### src/rtl/fibo_gen_param.sv
// fibo_gen_param: flow-controlled Fibonacci source with programmable seeds and
// term count, presented over a valid/ready stream.
// Optional build macro FIBO_SAT_EN: when defined, every term from the first
// overflowing one onward is all-ones. When undefined, terms wrap modulo 2^WIDTH.
// In both builds the sticky overflow flag reports the first wrapped term.
// Timing: a start accepted at edge k loads the seeds at that edge. The stream
// then spends one cycle priming, so the first term is valid after edge k+1.
// A zero-length run therefore pulses done after edge k+1 as well.

module fibo_gen_param #(
  parameter int WIDTH = 8,
  parameter int CNT_W = 6,
  parameter int SEED0 = 0,
  parameter int SEED1 = 1
) (
  input  logic             clk,
  input  logic             reset,
  input  logic             start,
  input  logic [CNT_W-1:0] n_terms,
  input  logic             out_ready,
  output logic             out_valid,
  output logic [WIDTH-1:0] fibo_series,
  output logic [CNT_W-1:0] term_idx,
  output logic             overflow,
  output logic             busy,
  output logic             done
);

  localparam logic [WIDTH-1:0] L_SEED0 = WIDTH'(SEED0);
  localparam logic [WIDTH-1:0] L_SEED1 = WIDTH'(SEED1);

  typedef enum logic [1:0] {S_IDLE, S_RUN, S_DONE} state_t;

  state_t           r_state;
  logic [WIDTH-1:0] r_cur;
  logic [WIDTH-1:0] r_nxt;
  logic             r_cur_tag;
  logic             r_nxt_tag;
  logic [CNT_W-1:0] r_n_terms;
  logic [CNT_W-1:0] r_idx;
  logic             r_out_valid;
  logic             r_overflow;
  logic             r_busy;
  logic             r_done;

  logic [WIDTH:0]   w_sum;
  logic             w_wrap;
  logic [WIDTH-1:0] w_nxt_val;
  logic             w_fire;
  logic             w_last;

  // Next-term adder. The wrap tag spreads from any term that was already
  // tagged, so a wrap propagates into every later term.
  assign w_sum  = {1'b0, r_cur} + {1'b0, r_nxt};
  assign w_wrap = w_sum[WIDTH] | r_cur_tag | r_nxt_tag;
`ifdef FIBO_SAT_EN
  assign w_nxt_val = w_wrap ? '1 : w_sum[WIDTH-1:0];
`else
  assign w_nxt_val = w_sum[WIDTH-1:0];
`endif

  assign w_fire = r_out_valid & out_ready;
  assign w_last = (r_idx == (r_n_terms - CNT_W'(1)));

  // Control FSM and datapath. Every output comes straight from a register.
  always_ff @(posedge clk or negedge reset) begin
    if (!reset) begin
      // NOTE: state is updated with non-blocking assignments only. Every
      // register then sees the values from before the edge, whatever the
      // statement order is.
      r_state     <= S_IDLE;
      r_cur       <= L_SEED0;
      r_nxt       <= L_SEED1;
      r_cur_tag   <= 1'b0;
      r_nxt_tag   <= 1'b0;
      r_n_terms   <= '0;
      r_idx       <= '0;
      r_out_valid <= 1'b0;
      r_overflow  <= 1'b0;
      r_busy      <= 1'b0;
      r_done      <= 1'b0;
    end else begin
      case (r_state)
        S_IDLE: begin
          if (start) begin
            r_n_terms  <= n_terms;
            r_cur      <= L_SEED0;
            r_nxt      <= L_SEED1;
            r_cur_tag  <= 1'b0;
            r_nxt_tag  <= 1'b0;
            r_idx      <= '0;
            r_overflow <= 1'b0;
            if (n_terms != '0) begin
              r_state <= S_RUN;
              r_busy  <= 1'b1;
            end else begin
              r_state <= S_DONE;
            end
          end
        end

        S_RUN: begin
          if (!r_out_valid) begin
            // Priming cycle: the seeds are loaded, so expose term 0 now.
            r_out_valid <= 1'b1;
          end else if (w_fire) begin
            if (w_last) begin
              r_state     <= S_DONE;
              r_out_valid <= 1'b0;
              r_busy      <= 1'b0;
              r_done      <= 1'b1;
            end else begin
              r_cur      <= r_nxt;
              r_nxt      <= w_nxt_val;
              r_cur_tag  <= r_nxt_tag;
              r_nxt_tag  <= w_wrap;
              r_overflow <= r_overflow | r_nxt_tag;
              r_idx      <= r_idx + CNT_W'(1);
            end
          end
        end

        S_DONE: begin
          if (r_done) begin
            r_done  <= 1'b0;
            r_state <= S_IDLE;
          end else begin
            // A zero-length run arrives here straight from IDLE. Its pulse
            // waits one cycle so it lines up with the priming latency.
            r_done <= 1'b1;
          end
        end

        default: r_state <= S_IDLE;
      endcase
    end
  end

  assign out_valid   = r_out_valid;
  assign fibo_series = r_cur;
  assign term_idx    = r_idx;
  assign overflow    = r_overflow;
  assign busy        = r_busy;
  assign done        = r_done;

endmodule

### config.mk
export PLATFORM = sky130hd
export DESIGN_NAME = fibo_gen_param
export DESIGN_NICKNAME = d
export VERILOG_FILES = /design/src/rtl/fibo_gen_param.sv
export SDC_FILE = /design/constraint.sdc
export NUM_CORES = 1
export LEC_CHECK = 0
export ABC_AREA = 1
export CAP_MARGIN = 10
export CORE_UTILIZATION = 30
export DETAILED_ROUTE_END_ITERATION = 8
export PLACE_DENSITY = 0.58
export SETUP_SLACK_MARGIN = 0.1
export SYNTH_ARGS = -nofsm -noshare
export SYNTH_HDL_FRONTEND = slang
export SYNTH_SLANG_ARGS = --single-unit
### constraint.sdc
create_clock -name clk -period 1.65 [get_ports clk]
set_input_delay 0.495 -clock clk [delete_from_list [all_inputs] [get_ports clk]]
set_output_delay 0.495 -clock clk [all_outputs]
set_load 0.02 [all_outputs]
Word-level counts from Yosys, hierarchy flattened --
Index checks and enable logic that the tools add are counted.
Storage, ports and cells: register bits 36, bits of input ports 10, output and inout port bits 18, word-level logic and storage cells 86
Operators by class: $add $sub $neg 3, equal/unequal tests 10, mux-type cells 49, bitwise logic cells 4, reduce and logical (&&, ||, !) cells 9
Operators by type and width (number):
- $mux W8 | 8
- $pmux W8 S2 | 2
- $mux W6 | 4
- $mux W1 | 22
- $ne A2 B2 Y1 const B | 7
- $mux W2 | 6
- $pmux W6 S2 | 1
- $pmux W1 S2 | 5
- $reduce_and A5 Y1 | 2
- $add A8 B8 Y9 | 1
- $add A6 B1 Y6 const B | 1
- $eq A6 B6 Y1 | 1
- $pmux W2 S3 | 1
- $reduce_and A6 Y1 | 1
- $reduce_bool A6 Y1 | 1
- $sub A6 B1 Y6 const B | 1
- $reduce_and A4 Y1 | 1
- $reduce_bool A2 Y1 | 2
- $or A1 B1 Y1 | 3
- $eq A2 B1 Y1 const B | 1
- $eq A2 B2 Y1 const B | 1
- $logic_not A2 Y1 | 1
- $reduce_and A2 Y1 | 1
- $and A1 B1 Y1 | 1

Depth between registers and ports, before layout --
depth in word-level cells 7, mapped depth 14, mapped depth without buffers 12

Least setup slack after synthesis --
OpenSTA, ideal clock, no wires.
path type reg-to-reg, start point register r_n_terms[0], end point register r_idx[1] (netlist: term_idx[1]), library setup time 74 ps, arrival time 1649 ps, required time 1576 ps, setup slack -73 ps, cell stages (with the launch flop) 12, path buffers 2, period minus slack after synthesis 1723 ps, cells stage by stage dfrtp_1 -> inv_2 -> ha_1 -> xnor2_1 -> nor2_1 -> and2_1 -> nand3_2 -> nand2_2 -> buf_6 -> buf_8 -> nand2_1 -> o21ai_2
On the way: word-level cells in the longest chain between the ends 4
RTL lines:
- start: declaration | line 39 | logic [CNT_W-1:0] r_n_terms;
- start signal: assignment | line 86 | r_n_terms <= n_terms;
- $sub A6 B1 Y6 | line 63 | assign w_last = (r_idx == (r_n_terms - CNT_W'(1)));
- $eq A6 B6 Y1 | line 63
- $ne A2 B2 Y1 (no source line)
- $reduce_and A5 Y1 (no source line)
- end signal: assignment | line 118 | r_idx <= r_idx + CNT_W'(1);
- end: declaration | line 40 | logic [CNT_W-1:0] r_idx;
No other way between the ends. A chain may end at the register's enable or synchronous reset.

Worst setup path in the final report --
start point register r_n_terms[1], end point register r_nxt[6]
On the way: word-level cells in the longest chain between the ends 4
RTL lines:
- $sub A6 B1 Y6 | line 63
- $eq A6 B6 Y1 | line 63
- $ne A2 B2 Y1 (no source line)
- $reduce_and A5 Y1 (no source line)
- end signal: assignment | line 114 | r_nxt <= w_nxt_val;
- end: declaration | line 36 | logic [WIDTH-1:0] r_nxt;
No other way between the ends.

==> results.md <==
- # DRC: 0
- Switch Pwr: 2.16 mW
- Post-layout util: 46.3%
- Routed WL: 5.31 mm
- Root Driver: clkbuf_8
- Detailed-route via count: 2104
- Buffers added on ports: 27
- Area contributors post-synth: dfrtp_1 (40%), nand2_1 (15%), ha_1 (5.7%)
- GRT Total Usage: 15.3%
- DRT Pass-1 Iters: 5
- Fin area: 3210 um2
- Initial antenna violation count: 0
- Unrepaired setup endpoints after global routing: yes
- Crit path kind: reg -> reg
- Setup ws final: -122 ps
- Core Footprint: between 6000 and 7000 um2
- Leak: between 1.5 and 2 nW
- Slowest CP cell: dfrtp_1
- Layout Nets: 378
- Initial DRC Count: 86
- CTS buffer count: 5
- Distinct cells, synth: 29
- Row cnt: 30
- Fill cells: 666
- Critical path fanouts, max: 5
- Status: finished, violations left
- Reg power frac: 25.4%
- Max incr delay on CP: 390 ps
- Yosys top cell by area: dfrtp_1
- Worst-skew pair later-pin latency: slightly below 300 ps
- CTS tree: done
- Fin crit share: 107%
- Slew Viols, Final: 0
- Die W: 87.7 um
- Largest buffer count on any clock path: 2
- Chip height: roughly 90 um
- Fin. Hold Viols: 0
- Maximum VDD drop: between 1 and 1.5 mV
- Most used cell, CP: nand2_2
- Ratio of cells with drive above 1 in the final layout: 34.6%
- Critical Path Sink Type: flip-flop
- Worst-margin pin slew: between 200 and 300 ps
- HPWL Detailed: 3.62 mm
- Largest net degree at the start of global routing: 37
- Number of global-route vias before repair: 2075
- Number of top-level pins: 28
- Synth Net Count: 312
- H-tree level count: 2
- Power Internal: 3.02 mW
- Yosys reg bits: 36
- Fmax: 564 MHz
- Tot Pwr: a little over 5 mW
- Area fraction of the dominant cell type after synthesis: 39.8%
- Grt total ovfl: 0
- Sequential-to-total area share from yosys stat: 41.0%
- Comb power frac: 61.6%
- Max_cap viols: 0
- ANT nets after route: 0
- Final setup vio count: 30
- Slew headroom: 81.0%
- Area post-placement: 2830 um2
- Failing checks: setup timing
- Mapped Cells: roughly 290
- Syn Std Cell Area: 2200 um2
- Synth Warn #: 0
- Synth-to-layout area growth: 46.0%
- Final Skew: just over 7 ps
- Worst min path class: in -> async
- Reg clk slew, reported paths: roughly 80 ps
- Diodes inserted: 0
- GP Congestion: 0.851
- Portion of total power attributed to the clock network: 13.0%
- Routed vias/inst: 4.63
- Critical Path RT: 1860 ps
- Critical Path AT: 1990 ps
- Syn Area/Cell: about 7.6 um2
- Drt wl/cell: 11.7 um
- Power per cell area: 1610 nW/um2
- CTS Sinks: 36
- First-pass GRT wire length: 9.11 mm
- Period minus WS final: between 1500 and 2000 ps
- Starting Density: 31.7%
- Switching share of power: 41.7%
- Hold buffer count at cts: 0
- Die area: 7680 um2
- Worst-path cell chain: inv_2 -> ha_4 -> nand2_4 -> nor2_2 -> nand2_1 -> nand2_2 -> nand2_2 -> nor2_4 -> nand3_4 -> nand2_8 -> buf_6 -> buf_8 -> nand2_2 -> o21ai_1
- CP Launch Type: flip-flop
- Place WS: -273 ps
-- power groups by stage --
stage          clock network, mW  logic (mW)  registers [mW]
2_1_floorplan                  0        1.36            1.40
5_1_grt                    0.720        3.49            1.34
3_5_place_dp                   0        2.19            1.32
4_1_cts                    0.687        3.01            1.31
3_3_place_gp                   0        2.16            1.32
6_report                   0.673        3.19            1.31
-- stage by stage --
step	hold slack [ps]	TNS (ps)	cells
detailed placement	472	-5740	434
finish	159	-2200	454
global route	171	-5160	454
floorplan	199	-120	291
global placement	476	-5190	434
CTS	160	-2060	452
-- kinds of logic after synthesis --
family / Yosys count / synth area share, %
AO/OA/AOI/OAI: 46 / 11.7
buffers and inverters: 32 / 6.59
adder cells (fa/ha/maj): 11 / 6.59
AND/OR/NAND/NOR: 162 / 32.5
flip-flops: 36 / 41.0
XOR/XNOR: 4 / 1.59
-- cell type report --
type / instances / area, um2 / share of cell area (%)
Tap cell: 96 / 120 / 3.74
Multi-Input combinational cell: 223 / 1360 / 42.2
Timing Repair Buffer: 67 / 649 / 20.2
Sequential cell: 36 / 907 / 28.2
Clock buffer: 8 / 90.1 / 2.80
Inverter: 24 / 90.1 / 2.80
-- timing repair --
action / in CTS / in global routing
cloned: 3 / 0
buffers inserted: 8 / 2
gates resized for setup: 63 / 35
pin swaps: 18 / 10
setup endpoints to repair: 48 / 44
-- critical path, delay by kind of cell (launching register included) --
kind | cells | cell delay (ps)
flip-flops | 1 | 390
adder cells (fa/ha/maj) | 1 | 150
AND/OR/NAND/NOR | 9 | 770
buffers and inverters | 3 | 290
AO/OA/AOI/OAI | 1 | 70
-- cells in the mapped netlist --
library cell,instances
nand2_2,5
and2_1,1
nand3_2,1
buf_4,1
nand2_1,89
inv_1,20
o21a_1,2
dfstp_2,1
buf_2,2
dfrtp_1,35
or2_2,9
a21oi_1,12
inv_2,4
o21ai_2,5
ha_1,10
clkbuf_1,3
nand3_1,24
fa_1,1
xnor2_1,3
buf_6,1
o21ai_1,5
buf_8,1
xor2_1,1
o221ai_1,1
nor2_1,21
nand3b_1,3
nor2_2,2
o21ai_0,21
nand4_1,7
-- cells in the final DEF (no fill, tap or decap), types with 4 or more instances in the layout --
| cell type | Yosys | layout |
|---|---|---|
| inv_1 | 20 | 18 |
| clkdlybuf4s50_1 | 0 | 8 |
| ha_4 | 0 | 5 |
| dlygate4sd2_1 | 0 | 4 |
| buf_12 | 0 | 4 |
| clkbuf_8 | 0 | 6 |
| nand4_1 | 7 | 7 |
| clkbuf_2 | 0 | 8 |
| o21ai_2 | 5 | 8 |
| ha_1 | 10 | 5 |
| o21ai_1 | 5 | 14 |
| clkdlybuf4s15_1 | 0 | 6 |
| nand2_1 | 89 | 70 |
| buf_4 | 1 | 29 |
| nand2_2 | 5 | 20 |
| a21oi_1 | 12 | 11 |
| inv_2 | 4 | 6 |
| dfrtp_2 | 0 | 4 |
| nand3_1 | 24 | 20 |
| or2_2 | 9 | 9 |
| dfrtp_1 | 35 | 31 |
| nor2_1 | 21 | 19 |
| o21ai_0 | 21 | 9 |
-- layer usage --
metal / GRT usage, % / wire length [um] / vias to the layer above
li1: - / - / 1085
met1: 20.0 / 2630 / 986
met2: 25.5 / 2460 / 28
met3: 2.54 / 142 / 5
met4: 5.37 / 76 / 0
met5: 0 / 0 / -
-- registers in the layout, indices dropped and copies added, names as in the netlist --
register	flops
done	1
out_valid	1
r_nxt_tag	1
overflow	1
term_idx	6
r_state	2
r_cur_tag	1
busy	1
r_n_terms	6
r_nxt	8
fibo_series	8
-- worst paths after layout --
| check | startpoint | end | slack, ps | cells after the start |
|---|---|---|---|---|
| setup reg to reg | r_n_terms[1] | r_nxt[6] | -120 | 14 |
| hold reg to reg | busy | busy | 500 | 2 |
| setup / recovery | r_n_terms[1] | r_nxt[6] | -120 | 14 |
| hold / removal | reset | r_n_terms[2] | 160 | 2 |
| min in group clk | busy | busy | 500 | 2 |
| max in group asynchronous | reset | r_nxt[0] | 1240 | 2 |
No activity file was read; power rests on OpenSTA's default activity.
